File: src/rtl/irrigacao_pkg.sv
`default_nettype none
// ============================================================================
//  Module      : irrigacao_pkg
//  Description : Shared definitions for the irrigation command path:
//                state encoding of the pump driver, command width and the
//                default run-time ceiling shared with sistema_irrigacao.
//  Revision    : 1.0 - initial release
// ============================================================================
package irrigacao_pkg;

    // Width of every millisecond quantity on the command path
    localparam int TEMPO_W = 16;

    // Default run-time ceiling (ms), shared with sistema_irrigacao
    localparam int MAX_MS_PADRAO = 25000;

    typedef enum logic [1:0] {
        IDLE     = 2'd0,
        RUN      = 2'd1,
        COOLDOWN = 2'd2,
        FAULT    = 2'd3
    } estado_t;

    // Clamp a requested run time to the configured ceiling
    function automatic logic [TEMPO_W-1:0] limita_tempo(
        input logic [TEMPO_W-1:0] pedido,
        input logic [TEMPO_W-1:0] teto
    );
        return (pedido > teto) ? teto : pedido;
    endfunction

endpackage
`default_nettype wire

File: src/rtl/driver_bomba_temporizado_if.sv
`default_nettype none
// ============================================================================
//  Module      : driver_bomba_temporizado_if
//  Description : Valid/ready command channel carrying the pump run time (ms)
//                from sistema_irrigacao (master) to the pump driver (slave).
//  Signals     : cmd_tempo_bomba_ms [15:0] requested run time in ms
//                cmd_valid                 command valid
//                cmd_ready                 consumer can accept a command
//  Revision    : 1.0 - initial release
// ============================================================================
interface driver_bomba_temporizado_if;
    import irrigacao_pkg::*;

    logic [TEMPO_W-1:0] cmd_tempo_bomba_ms;
    logic               cmd_valid;
    logic               cmd_ready;

    modport master (
        output cmd_tempo_bomba_ms,
        output cmd_valid,
        input  cmd_ready
    );

    modport slave (
        input  cmd_tempo_bomba_ms,
        input  cmd_valid,
        output cmd_ready
    );

endinterface
`default_nettype wire

File: src/rtl/gerador_tick_ms.sv
`default_nettype none
// ============================================================================
//  Module      : gerador_tick_ms
//  Description : Millisecond prescaler. Counts 0..TICKS_PER_MS-1 and raises
//                tick during the last count, i.e. once per wrap. clr forces
//                the count back to 0 so a new interval starts cleanly.
//  Ports       : clk   system clock
//                rst_n asynchronous active-low reset
//                clr   synchronous clear of the prescaler
//                tick  one-cycle strobe per millisecond
//  Revision    : 1.0 - initial release
// ============================================================================
module gerador_tick_ms #(
    parameter int TICKS_PER_MS = 50_000
) (
    input  wire logic clk,
    input  wire logic rst_n,
    input  wire logic clr,
    output logic      tick
);

    localparam int              CNT_W  = (TICKS_PER_MS > 1) ? $clog2(TICKS_PER_MS) : 1;
    localparam logic [CNT_W-1:0] C_ULTIMO = CNT_W'(TICKS_PER_MS - 1);

    logic [CNT_W-1:0] r_cnt;
    logic             w_wrap;

    assign w_wrap = (r_cnt == C_ULTIMO);
    assign tick   = w_wrap;

    always_ff @(posedge clk or negedge rst_n) begin
        if (!rst_n) begin
            r_cnt <= '0;
        end else if (clr || w_wrap) begin
            r_cnt <= '0;
        end else begin
            r_cnt <= r_cnt + 1'b1;
        end
    end

endmodule
`default_nettype wire

File: src/rtl/driver_bomba_temporizado.sv
`default_nettype none
// ============================================================================
//  Module      : driver_bomba_temporizado
//  Description : Timed pump driver. Accepts a run time (ms) over a
//                valid/ready channel and holds the pump on for exactly
//                min(cmd, MAX_MS) * TICKS_PER_MS cycles. A low reservoir
//                level forces FAULT, abortar stops the run, and every RUN or
//                FAULT exit is followed by COOLDOWN_MS of pump-off time.
//  Ports       : clk, rst_n            clock / asynchronous active-low reset
//                cmd_if (slave)        command channel (time, valid, ready)
//                alerta_nivel_baixo    low-level interlock input
//                abortar               level-sensitive stop request
//                bomba_on              registered pump drive
//                ocupado               high in RUN, COOLDOWN or FAULT
//                tempo_restante_ms     ms remaining in RUN, 0 elsewhere
//                fim_pulso             1-cycle strobe on normal completion
//                falha                 high while in FAULT
//                total_ciclos          completed-run counter (optional)
//  Options     : DRIVER_BOMBA_ESTATISTICA_EN adds total_ciclos[15:0],
//                counting normal completions, saturating at 16'hFFFF.
//  Notes       : CLK_FREQ_HZ/1000 must be at least 2; MAX_MS and
//                COOLDOWN_MS must fit in 16 bits.
//  Revision    : 1.0 - initial release
// ============================================================================
module driver_bomba_temporizado
    import irrigacao_pkg::*;
#(
    parameter int CLK_FREQ_HZ = 50_000_000,
    parameter int MAX_MS      = MAX_MS_PADRAO,
    parameter int COOLDOWN_MS = 2000
) (
    input  wire logic                   clk,
    input  wire logic                   rst_n,
    driver_bomba_temporizado_if.slave   cmd_if,
    input  wire logic                   alerta_nivel_baixo,
    input  wire logic                   abortar,
    output logic                        bomba_on,
    output logic                        ocupado,
    output logic [TEMPO_W-1:0]          tempo_restante_ms,
    output logic                        fim_pulso,
    output logic                        falha
`ifdef DRIVER_BOMBA_ESTATISTICA_EN
    ,
    output logic [15:0]                 total_ciclos
`endif
);

    localparam int                 TICKS_PER_MS = CLK_FREQ_HZ / 1000;
    localparam logic [TEMPO_W-1:0] C_MAX_MS     = TEMPO_W'(MAX_MS);
    localparam logic [TEMPO_W-1:0] C_COOLDOWN   = TEMPO_W'(COOLDOWN_MS);

    estado_t            r_estado;
    logic [TEMPO_W-1:0] r_tempo;
    logic [TEMPO_W-1:0] r_cooldown;
    logic               r_bomba_on;
    logic               r_ocupado;
    logic               r_fim_pulso;
    logic               r_falha;

    logic w_tick;
    logic w_clr;
    logic w_cmd_ready;
    logic w_transfer;
    logic w_fim_run;
    logic w_sai_run;

    assign w_cmd_ready      = (r_estado == IDLE) && !alerta_nivel_baixo;
    assign cmd_if.cmd_ready = w_cmd_ready;
    assign w_transfer       = cmd_if.cmd_valid && w_cmd_ready;

    // Normal completion: the tick that brings the remaining time to zero,
    // only when neither the interlock nor abort takes precedence.
    assign w_fim_run = (r_estado == RUN) && !alerta_nivel_baixo && !abortar
                       && w_tick && (r_tempo == {{(TEMPO_W-1){1'b0}}, 1'b1});

    // Any RUN -> COOLDOWN transition in this cycle
    assign w_sai_run = (r_estado == RUN) && !alerta_nivel_baixo
                       && (abortar || w_fim_run);

    // Holding the prescaler clear in IDLE and FAULT, and on the last RUN
    // cycle, guarantees a fresh count on every entry to RUN and COOLDOWN.
    assign w_clr = (r_estado == IDLE) || (r_estado == FAULT) || w_sai_run;

    gerador_tick_ms #(
        .TICKS_PER_MS (TICKS_PER_MS)
    ) u_gerador_tick_ms (
        .clk   (clk),
        .rst_n (rst_n),
        .clr   (w_clr),
        .tick  (w_tick)
    );

    always_ff @(posedge clk or negedge rst_n) begin
        if (!rst_n) begin
            r_estado    <= IDLE;
            r_tempo     <= '0;
            r_cooldown  <= '0;
            r_bomba_on  <= 1'b0;
            r_ocupado   <= 1'b0;
            r_fim_pulso <= 1'b0;
            r_falha     <= 1'b0;
        end else begin
            r_fim_pulso <= 1'b0;
            case (r_estado)
                IDLE: begin
                    // A zero-length command is consumed without effect
                    if (w_transfer && (cmd_if.cmd_tempo_bomba_ms != '0)) begin
                        r_estado   <= RUN;
                        r_bomba_on <= 1'b1;
                        r_ocupado  <= 1'b1;
                        r_tempo    <= limita_tempo(cmd_if.cmd_tempo_bomba_ms, C_MAX_MS);
                    end
                end

                RUN: begin
                    if (alerta_nivel_baixo) begin
                        r_estado   <= FAULT;
                        r_bomba_on <= 1'b0;
                        r_falha    <= 1'b1;
                        r_tempo    <= '0;
                    end else if (abortar) begin
                        r_estado   <= COOLDOWN;
                        r_bomba_on <= 1'b0;
                        r_tempo    <= '0;
                        r_cooldown <= C_COOLDOWN;
                    end else if (w_tick && (r_tempo != '0)) begin
                        if (w_fim_run) begin
                            r_estado    <= COOLDOWN;
                            r_bomba_on  <= 1'b0;
                            r_fim_pulso <= 1'b1;
                            r_cooldown  <= C_COOLDOWN;
                        end
                        r_tempo <= r_tempo - 1'b1;
                    end
                end

                FAULT: begin
                    if (!alerta_nivel_baixo) begin
                        r_estado   <= COOLDOWN;
                        r_falha    <= 1'b0;
                        r_cooldown <= C_COOLDOWN;
                    end
                end

                COOLDOWN: begin
                    // A zero cooldown still spends one cycle here
                    if (r_cooldown == '0) begin
                        r_estado  <= IDLE;
                        r_ocupado <= 1'b0;
                    end else if (w_tick) begin
                        if (r_cooldown == {{(TEMPO_W-1){1'b0}}, 1'b1}) begin
                            r_estado  <= IDLE;
                            r_ocupado <= 1'b0;
                        end
                        r_cooldown <= r_cooldown - 1'b1;
                    end
                end

                default: begin
                    r_estado   <= IDLE;
                    r_bomba_on <= 1'b0;
                    r_ocupado  <= 1'b0;
                    r_falha    <= 1'b0;
                    r_tempo    <= '0;
                end
            endcase
        end
    end

    assign bomba_on          = r_bomba_on;
    assign ocupado           = r_ocupado;
    assign tempo_restante_ms = r_tempo;
    assign fim_pulso         = r_fim_pulso;
    assign falha             = r_falha;

`ifdef DRIVER_BOMBA_ESTATISTICA_EN
    logic [15:0] r_total_ciclos;

    always_ff @(posedge clk or negedge rst_n) begin
        if (!rst_n) begin
            r_total_ciclos <= '0;
        end else if (w_fim_run && (r_total_ciclos != 16'hFFFF)) begin
            r_total_ciclos <= r_total_ciclos + 1'b1;
        end
    end

    assign total_ciclos = r_total_ciclos;
`endif

endmodule
`default_nettype wire

File: src/flat_wrapper.sv
// flat-port wrapper written by rule: the top's interface ports become plain ports
module driver_bomba_temporizado_flat import irrigacao_pkg::*;
#(
    parameter int CLK_FREQ_HZ = 50_000_000,
    parameter int MAX_MS      = MAX_MS_PADRAO,
    parameter int COOLDOWN_MS = 2000
)
  (clk, rst_n, alerta_nivel_baixo, abortar, bomba_on, ocupado, tempo_restante_ms, fim_pulso, falha, cmd_if_cmd_tempo_bomba_ms, cmd_if_cmd_valid, cmd_if_cmd_ready);
  driver_bomba_temporizado_if cmd_if_i ();
  input  wire logic clk;
  input  wire logic rst_n;
  input  wire logic alerta_nivel_baixo;
  input  wire logic abortar;
  output logic bomba_on;
  output logic ocupado;
  output logic [TEMPO_W-1:0] tempo_restante_ms;
  output logic fim_pulso;
  output logic falha;
  input wire logic [$bits(cmd_if_i.cmd_tempo_bomba_ms)-1:0] cmd_if_cmd_tempo_bomba_ms;
  input wire logic [$bits(cmd_if_i.cmd_valid)-1:0] cmd_if_cmd_valid;
  output wire logic [$bits(cmd_if_i.cmd_ready)-1:0] cmd_if_cmd_ready;
  assign cmd_if_i.cmd_tempo_bomba_ms = cmd_if_cmd_tempo_bomba_ms;
  assign cmd_if_i.cmd_valid = cmd_if_cmd_valid;
  assign cmd_if_cmd_ready = cmd_if_i.cmd_ready;
  driver_bomba_temporizado #(.CLK_FREQ_HZ(CLK_FREQ_HZ), .MAX_MS(MAX_MS), .COOLDOWN_MS(COOLDOWN_MS)) u_core (.clk(clk), .rst_n(rst_n), .cmd_if(cmd_if_i), .alerta_nivel_baixo(alerta_nivel_baixo), .abortar(abortar), .bomba_on(bomba_on), .ocupado(ocupado), .tempo_restante_ms(tempo_restante_ms), .fim_pulso(fim_pulso), .falha(falha));
endmodule
File: config.mk
export PLATFORM = sky130hd
export DESIGN_NAME = driver_bomba_temporizado_flat
export DESIGN_NICKNAME = d
export VERILOG_FILES = /design/src/rtl/irrigacao_pkg.sv /design/src/rtl/driver_bomba_temporizado_if.sv /design/src/rtl/gerador_tick_ms.sv /design/src/rtl/driver_bomba_temporizado.sv /design/src/flat_wrapper.sv
export SDC_FILE = /design/constraint.sdc
export NUM_CORES = 1
export LEC_CHECK = 0
export ABC_AREA = 0
export CAP_MARGIN = 25
export CORE_MARGIN = 10
export CORE_UTILIZATION = 45
export CTS_CLUSTER_SIZE = 40
export DETAILED_ROUTE_END_ITERATION = 8
export GPL_TIMING_DRIVEN = 0
export PLACE_DENSITY_LB_ADDON = 0.1
export SLEW_MARGIN = 20
export SYNTH_ARGS = -nofsm -noshare
export SYNTH_HDL_FRONTEND = slang
export SYNTH_SLANG_ARGS = --single-unit
File: constraint.sdc
create_clock -name clk -period 5 [get_ports clk]
set_input_delay 1.25 -clock clk [delete_from_list [all_inputs] [get_ports clk]]
set_output_delay 1.25 -clock clk [all_outputs]
set_load 0.02 [all_outputs]
==> qor.yml, run 1 <==
min_path_type: "reg -> reg"
critical_path.max_fanout: 10
synth_area_um2: 3660
drtIter0Drc: 237
crit_family: "buffers and inverters"
drc_errors: 0
fin_area_um2: 4290
wirelength_mm: 10.3
cap_violations: 0
mostFrequentLayoutCell: "dfrtp_1"
ys_types: 64
wl_per_cell_um: 18.7
grt_remaining_overflow: 0
finalSetupViolations: 0
grt_max_degree: 55
arrival_ns: 2.94
placed_area_um2: 4190
ir_drop_uv: 129
cp_num_cells: 4
die_area_um2: 12100
port_buffers: 41
vias: 3429
ctsResizeCount: 0
rows: 32
cts_buffers: 5
end_kind: "output pin"
whs_path_depth: 1
tightest_slew_ns: 1.14
firstDrtPassIters: 7
final.period_utilization_pct: 83.8
ys_warn_count: 0
fp.dieH_um: 110
synth_nets: 431
cts.clk_slew.worst_paths_ns: 0.11
crit_top_cell: "clkdlybuf4s50_1"
swShare_pct: 27.5
power_switching_w: 0.000222
grt_antenna_before_repair: 0
diodes: 0
slew_viol_final: 0
cts_max_level: 2
clock_skew_ns: 0.00844
fin_nets: 479
final_cell_mix: "dfrtp_1 (54), clkdlybuf4s50_1 (40), nor2_1 (35), nand3_1 (22)"
rsz0062_at_grt: "false"
path_cells: "clkdlybuf4s50_1, clkbuf_1, nor2b_1, clkdlybuf4s50_1"
run_status: "completed"
path_buf_inv: 3
postLayoutCoreUtil_pct: 55.0
seq_area_frac_synth_pct: 36.9
max_slew_margin_pct: 24.1
critPathMaxStageDelay_ns: 0.59
ios: 42
grt_pass1_wl_mm: 16.6
cts_tree: "done"
start_util_pct: 46.9
seqPwrFrac_pct: 56.2
synthToLayoutAreaGrowth_pct: 17.3
timing.fmax_mhz: 239
drive_above_1_share_pct: 7.81
path_class: "in -> out"
p_leak_nw: 1.70
avgSynthCellArea_um2: 9.17
insertion_delay_ns: 0.33
dp_hpwl_mm: 7.49
period_needed_ns: 4.19
async_flop_share_pct: 100
internal-power_w: 0.000585
clk_path_buf_depth: 2
viasPerCell: 6.23
cts_hold_buf: 0
clkPwrFrac_pct: 33.4
power_density_nw_per_um2: 188
ant_nets: 0
grt_pass1_vias: 3231
hold_viol: 0
ys_seq_elements: 54
startpoint_type: "input port"
clock_sinks: 54
die_x_um: 110
syn_inst: 399
critPathRequiredTime_ns: 3.75
setup_tns_ns: 0
ys.flop_type: "dfrtp_1"
coreArea_um2: 7810
synth_edf_count: 0
crit_slowest_cell: "clkdlybuf4s50_1"
post_cts_buffers: 0
gp_congestion: 0.893
grt_util_all_layers_pct: 17.0
reg2regPathDepth: 7
combPwrFrac_pct: 10.3
cts-root-buf: "clkbuf_8"
## sequential cells by signal, indices dropped and copies added, names as in the netlist
name / flops
u_core.r_cooldown: 16
u_core.tempo_restante_ms: 16
u_core.u_gerador_tick_ms.r_cnt: 16
u_core.r_estado: 2
u_core.bomba_on: 1
u_core.falha: 1
u_core.fim_pulso: 1
u_core.ocupado: 1
## cells by family after synthesis
group	Yosys count	synth area share (%)
AND/OR/NAND/NOR	164	26.2
AO/OA/AOI/OAI	110	23.2
flip-flops	54	36.9
buffers and inverters	38	4.24
XOR/XNOR	14	3.35
adder cells (fa/ha/maj)	11	3.76
multiplexers	8	2.29
## synthesized netlist by cell type, drive strengths merged (8+ instances only)
cell type	count	area (um^2)
a21oi	14	70.1
nand4	10	62.6
dfrtp	54	1350
and3	10	62.6
nand2	10	37.5
nand3	22	110
nor3	13	65.1
or3	9	56.3
o211ai	19	143
nor4	10	68.8
a22o	9	78.8
xor2	9	78.8
o21ai	17	85.1
a211oi	10	80.1
inv	19	71.3
ha	11	138
o2bb2ai	8	70.1
clkbuf	13	48.8
nor2	35	131
## final timing paths
path,to,start,slack [ns]
max,cmd_if_cmd_ready,alerta_nivel_baixo,0.81
min,u_core.u_gerador_tick_ms.r_cnt[0],u_core.u_gerador_tick_ms.r_cnt[0],0.47
max reg2reg,u_core.tempo_restante_ms[13],u_core.r_estado[1],2.05
min reg2reg,u_core.u_gerador_tick_ms.r_cnt[0],u_core.u_gerador_tick_ms.r_cnt[0],0.47
max in group asynchronous,u_core.u_gerador_tick_ms.r_cnt[7],rst_n,3.57
min in group asynchronous,u_core.tempo_restante_ms[9],rst_n,0.97
## per-stage QoR
step	instances	hold WS [ns]	power, W	worst slack [ns]
floorplan	399	0.425	0.000493	1.89
global placement	542	0.443	0.000545	0.827
detailed placement	542	0.456	0.000545	0.823
CTS	550	0.472	0.000813	0.807
global route	550	0.511	0.000840	0.723
finish	550	0.473	0.000807	0.811
## per-layer routing
metal  routed length [um]  vias to the layer above  GRT usage (%)
met5                    0                        -              0
met4                  145                        0           4.31
met3                  767                       16           3.71
met2                 4420                      137           25.6
met1                 4930                     1646           24.2
li1                     -                     1630              -
## power by group through the flow
stage	sequential [W]	clock [W]	combinational, W
floorplan	0.000468	0	0.0000252
global placement	0.000462	0	0.0000831
detailed placement	0.000462	0	0.0000829
CTS	0.000454	0.000276	0.0000837
global route	0.000456	0.000295	0.0000900
finish	0.000454	0.000270	0.0000835
## cell type report
type / instances / area (um^2)
timing repair buffer: 41 / 408
clock buffer: 5 / 68.8
sequential: 54 / 1350
multi-input combinational: 307 / 2150
buffer: 19 / 83.8
inverter: 19 / 71.3
fill: 730 / 3520
tap: 102 / 128
clock inverter: 3 / 28.8
(Power assumes the default switching activity.)
==> run 2, diff against run 1 <==
==> constraint.sdc (replaced) <==
create_clock -name clk -period 4.17 [get_ports clk]
set_input_delay 1.0425 -clock clk [delete_from_list [all_inputs] [get_ports clk]]
set_output_delay 1.0425 -clock clk [all_outputs]
set_load 0.02 [all_outputs]
==> results of run 2 <==
Same layout as run 1 (identical final DEF). Status: completed.
Among the figures that moved: setup slack after placement 0.823 ns -> 0.408 ns; setup slack after layout 0.811 ns -> 0.396 ns; register-to-register setup slack 2.05 ns -> 1.22 ns; total power 0.000807 W -> 0.000968 W; worst IR drop on VDD 129 uV -> 154 uV
==> run 3, diff against run 2 <==
--- a/config.mk
+++ b/config.mk
@@ -13,7 +13,6 @@
 export DETAILED_ROUTE_END_ITERATION = 8
 export GPL_TIMING_DRIVEN = 0
 export PLACE_DENSITY_LB_ADDON = 0.1
-export SLEW_MARGIN = 20
 export SYNTH_ARGS = -nofsm -noshare
 export SYNTH_HDL_FRONTEND = slang
 export SYNTH_SLANG_ARGS = --single-unit
==> run 3 against run 2 <==
Sequential power is essentially flat. Largest power group unchanged. Setup slack gained 0.0053 ns. Die area unchanged. Highest routed layer unchanged. Clock skew decreased by 0.00078 ns. Fmax increased by 0.14%. Via count down 1.9%. Cell count increased by 0.36%. Largest cell class unchanged. Wire length about the same. Combinational power about the same. Critical path type unchanged.
==> qor.yml, run 3 (synthesis gave the netlist of run 1 again) <==
run_status: "completed"
grt_pass1_vias: 3263
end_kind: "output pin"
min_path_type: "reg -> reg"
rsz0062_at_grt: "false"
crit_family: "buffers and inverters"
firstDrtPassIters: 5
timing.fmax_mhz: 265
setup_tns_ns: 0
clock_sinks: 54
clk_path_buf_depth: 2
ctsResizeCount: 0
cts_max_level: 2
dp_hpwl_mm: 7.65
rows: 32
critPathMaxStageDelay_ns: 0.58
crit_top_cell: "clkdlybuf4s50_1"
final.period_utilization_pct: 90.4
clock_skew_ns: 0.00765
max_slew_margin_pct: 50.9
path_buf_inv: 3
drive_above_1_share_pct: 8.22
gp_congestion: 0.893
layout.cells.non_filler: 552
grt_pass1_wl_mm: 16.8
post_cts_buffers: 0
port_buffers: 41
vias: 3364
power_density_nw_per_um2: 224
grt_max_degree: 30
ir_drop_uv: 156
finalSetupViolations: 0
tightest_slew_ns: 0.736
ant_nets: 0
totalPowerFinal_w: 0.000965
cts.clk_slew.worst_paths_ns: 0.10
critical_path.max_fanout: 10
fillers: 743
path_cells: "clkdlybuf4s50_1, clkbuf_1, nor2b_1, clkdlybuf4s50_1"
wl_per_cell_um: 18.6
fp.dieH_um: 110
grt_util_all_layers_pct: 17.2
insertion_delay_ns: 0.31
cts_hold_buf: 0
hold_viol: 0
start_util_pct: 46.9
drc_errors: 0
crit_slowest_cell: "clkdlybuf4s50_1"
drtIter0Drc: 234
arrival_ns: 2.73
critPathRequiredTime_ns: 3.13
dp.cells: 543
p_leak_nw: 1.72
mostFrequentLayoutCell: "dfrtp_1"
cts_tree: "done"
die_area_um2: 12100
grt_remaining_overflow: 0
fin_nets: 481
viasPerCell: 6.09
diodes: 0
final_cell_mix: "dfrtp_1 (54), clkdlybuf4s50_1 (40), nor2_1 (35), nand3_1 (22)"
cap_violations: 0
path_class: "in -> out"
cts-root-buf: "clkbuf_8"
startpoint_type: "input port"
slew_viol_final: 0
ios: 42
grt_antenna_before_repair: 0
die_x_um: 110
cts_buffers: 5
period_needed_ns: 3.77
wirelength_mm: 10.3
synthToLayoutAreaGrowth_pct: 17.9
coreArea_um2: 7810
==> run 3: cell types whose count changed in the layout (fill, tap and decap cells not counted) <==
cell    before  now
buf_2        4    6
buf_12       0    1
buf_4        1    0
==> run 3: area by class of cell <==
type                       count  area (um^2)  share of cell area, %
sequential                    54         1350                   31.3
clock buffer                   5         68.8                   1.60
multi-input combinational    307         2150                   49.9
clock inverter                 3         28.8                  0.667
inverter                      19         71.3                   1.65
tap                          102          128                   2.96
buffer                        19         83.8                   1.94
timing repair buffer          43          430                   9.98
==> run 3: worst paths after layout <==
check | start | endpoint | slack [ns] | depth (start not counted)
worst min-delay path | u_core.u_gerador_tick_ms.r_cnt[0] | u_core.u_gerador_tick_ms.r_cnt[0] | 0.47 | 1
worst max-delay path | alerta_nivel_baixo | cmd_if_cmd_ready | 0.40 | 4
worst max register to register | u_core.r_estado[1] | u_core.tempo_restante_ms[14] | 1.32 | 9
worst min register to register | u_core.u_gerador_tick_ms.r_cnt[0] | u_core.u_gerador_tick_ms.r_cnt[0] | 0.47 | 1
max in group asynchronous | rst_n | u_core.tempo_restante_ms[15] | 2.86 | 2
min in group asynchronous | rst_n | u_core.tempo_restante_ms[9] | 0.73 | 1
==> run 3: per-stage QoR <==
step / utilization (%) / hold WS, ns / setup WS [ns] / cell area, um^2
floorplan: - / 0.425 / 1.26 / 3660
global placement: 53.8 / 0.443 / 0.283 / 4200
detailed placement: 53.9 / 0.457 / 0.410 / 4210
CTS: 55.2 / 0.472 / 0.397 / 4310
global route: 55.3 / 0.511 / 0.306 / 4310
finish: 55.3 / 0.471 / 0.401 / 4310
==> run 3: worst register-to-register path: stages (launching register included) <==
cell and delay [ns]:
dfrtp_1 0.40, inv_1 0.10, ha_1 0.24, or3b_2 0.20
clkbuf_1 0.29, nor3_1 0.09, a21oi_1 0.61, clkbuf_1 0.46
nand3_1 0.14, a22o_1 0.21
==> run 3: per-layer routing <==
metal / vias up / share of wire, % / GRT usage, %
met1: 1594 / 48 / 24.9
met5: - / 0 / 0
met2: 131 / 43 / 25.6
li1: 1633 / - / -
met4: 0 / 0.74 / 3.49
met3: 6 / 8.0 / 3.66
==> run 3: power breakdown <==
group / switching [W] / internal [W]
Combinational: 0.0000543 / 0.0000475
Sequential: 0.0000140 / 0.000531
Clock: 0.000193 / 0.000125
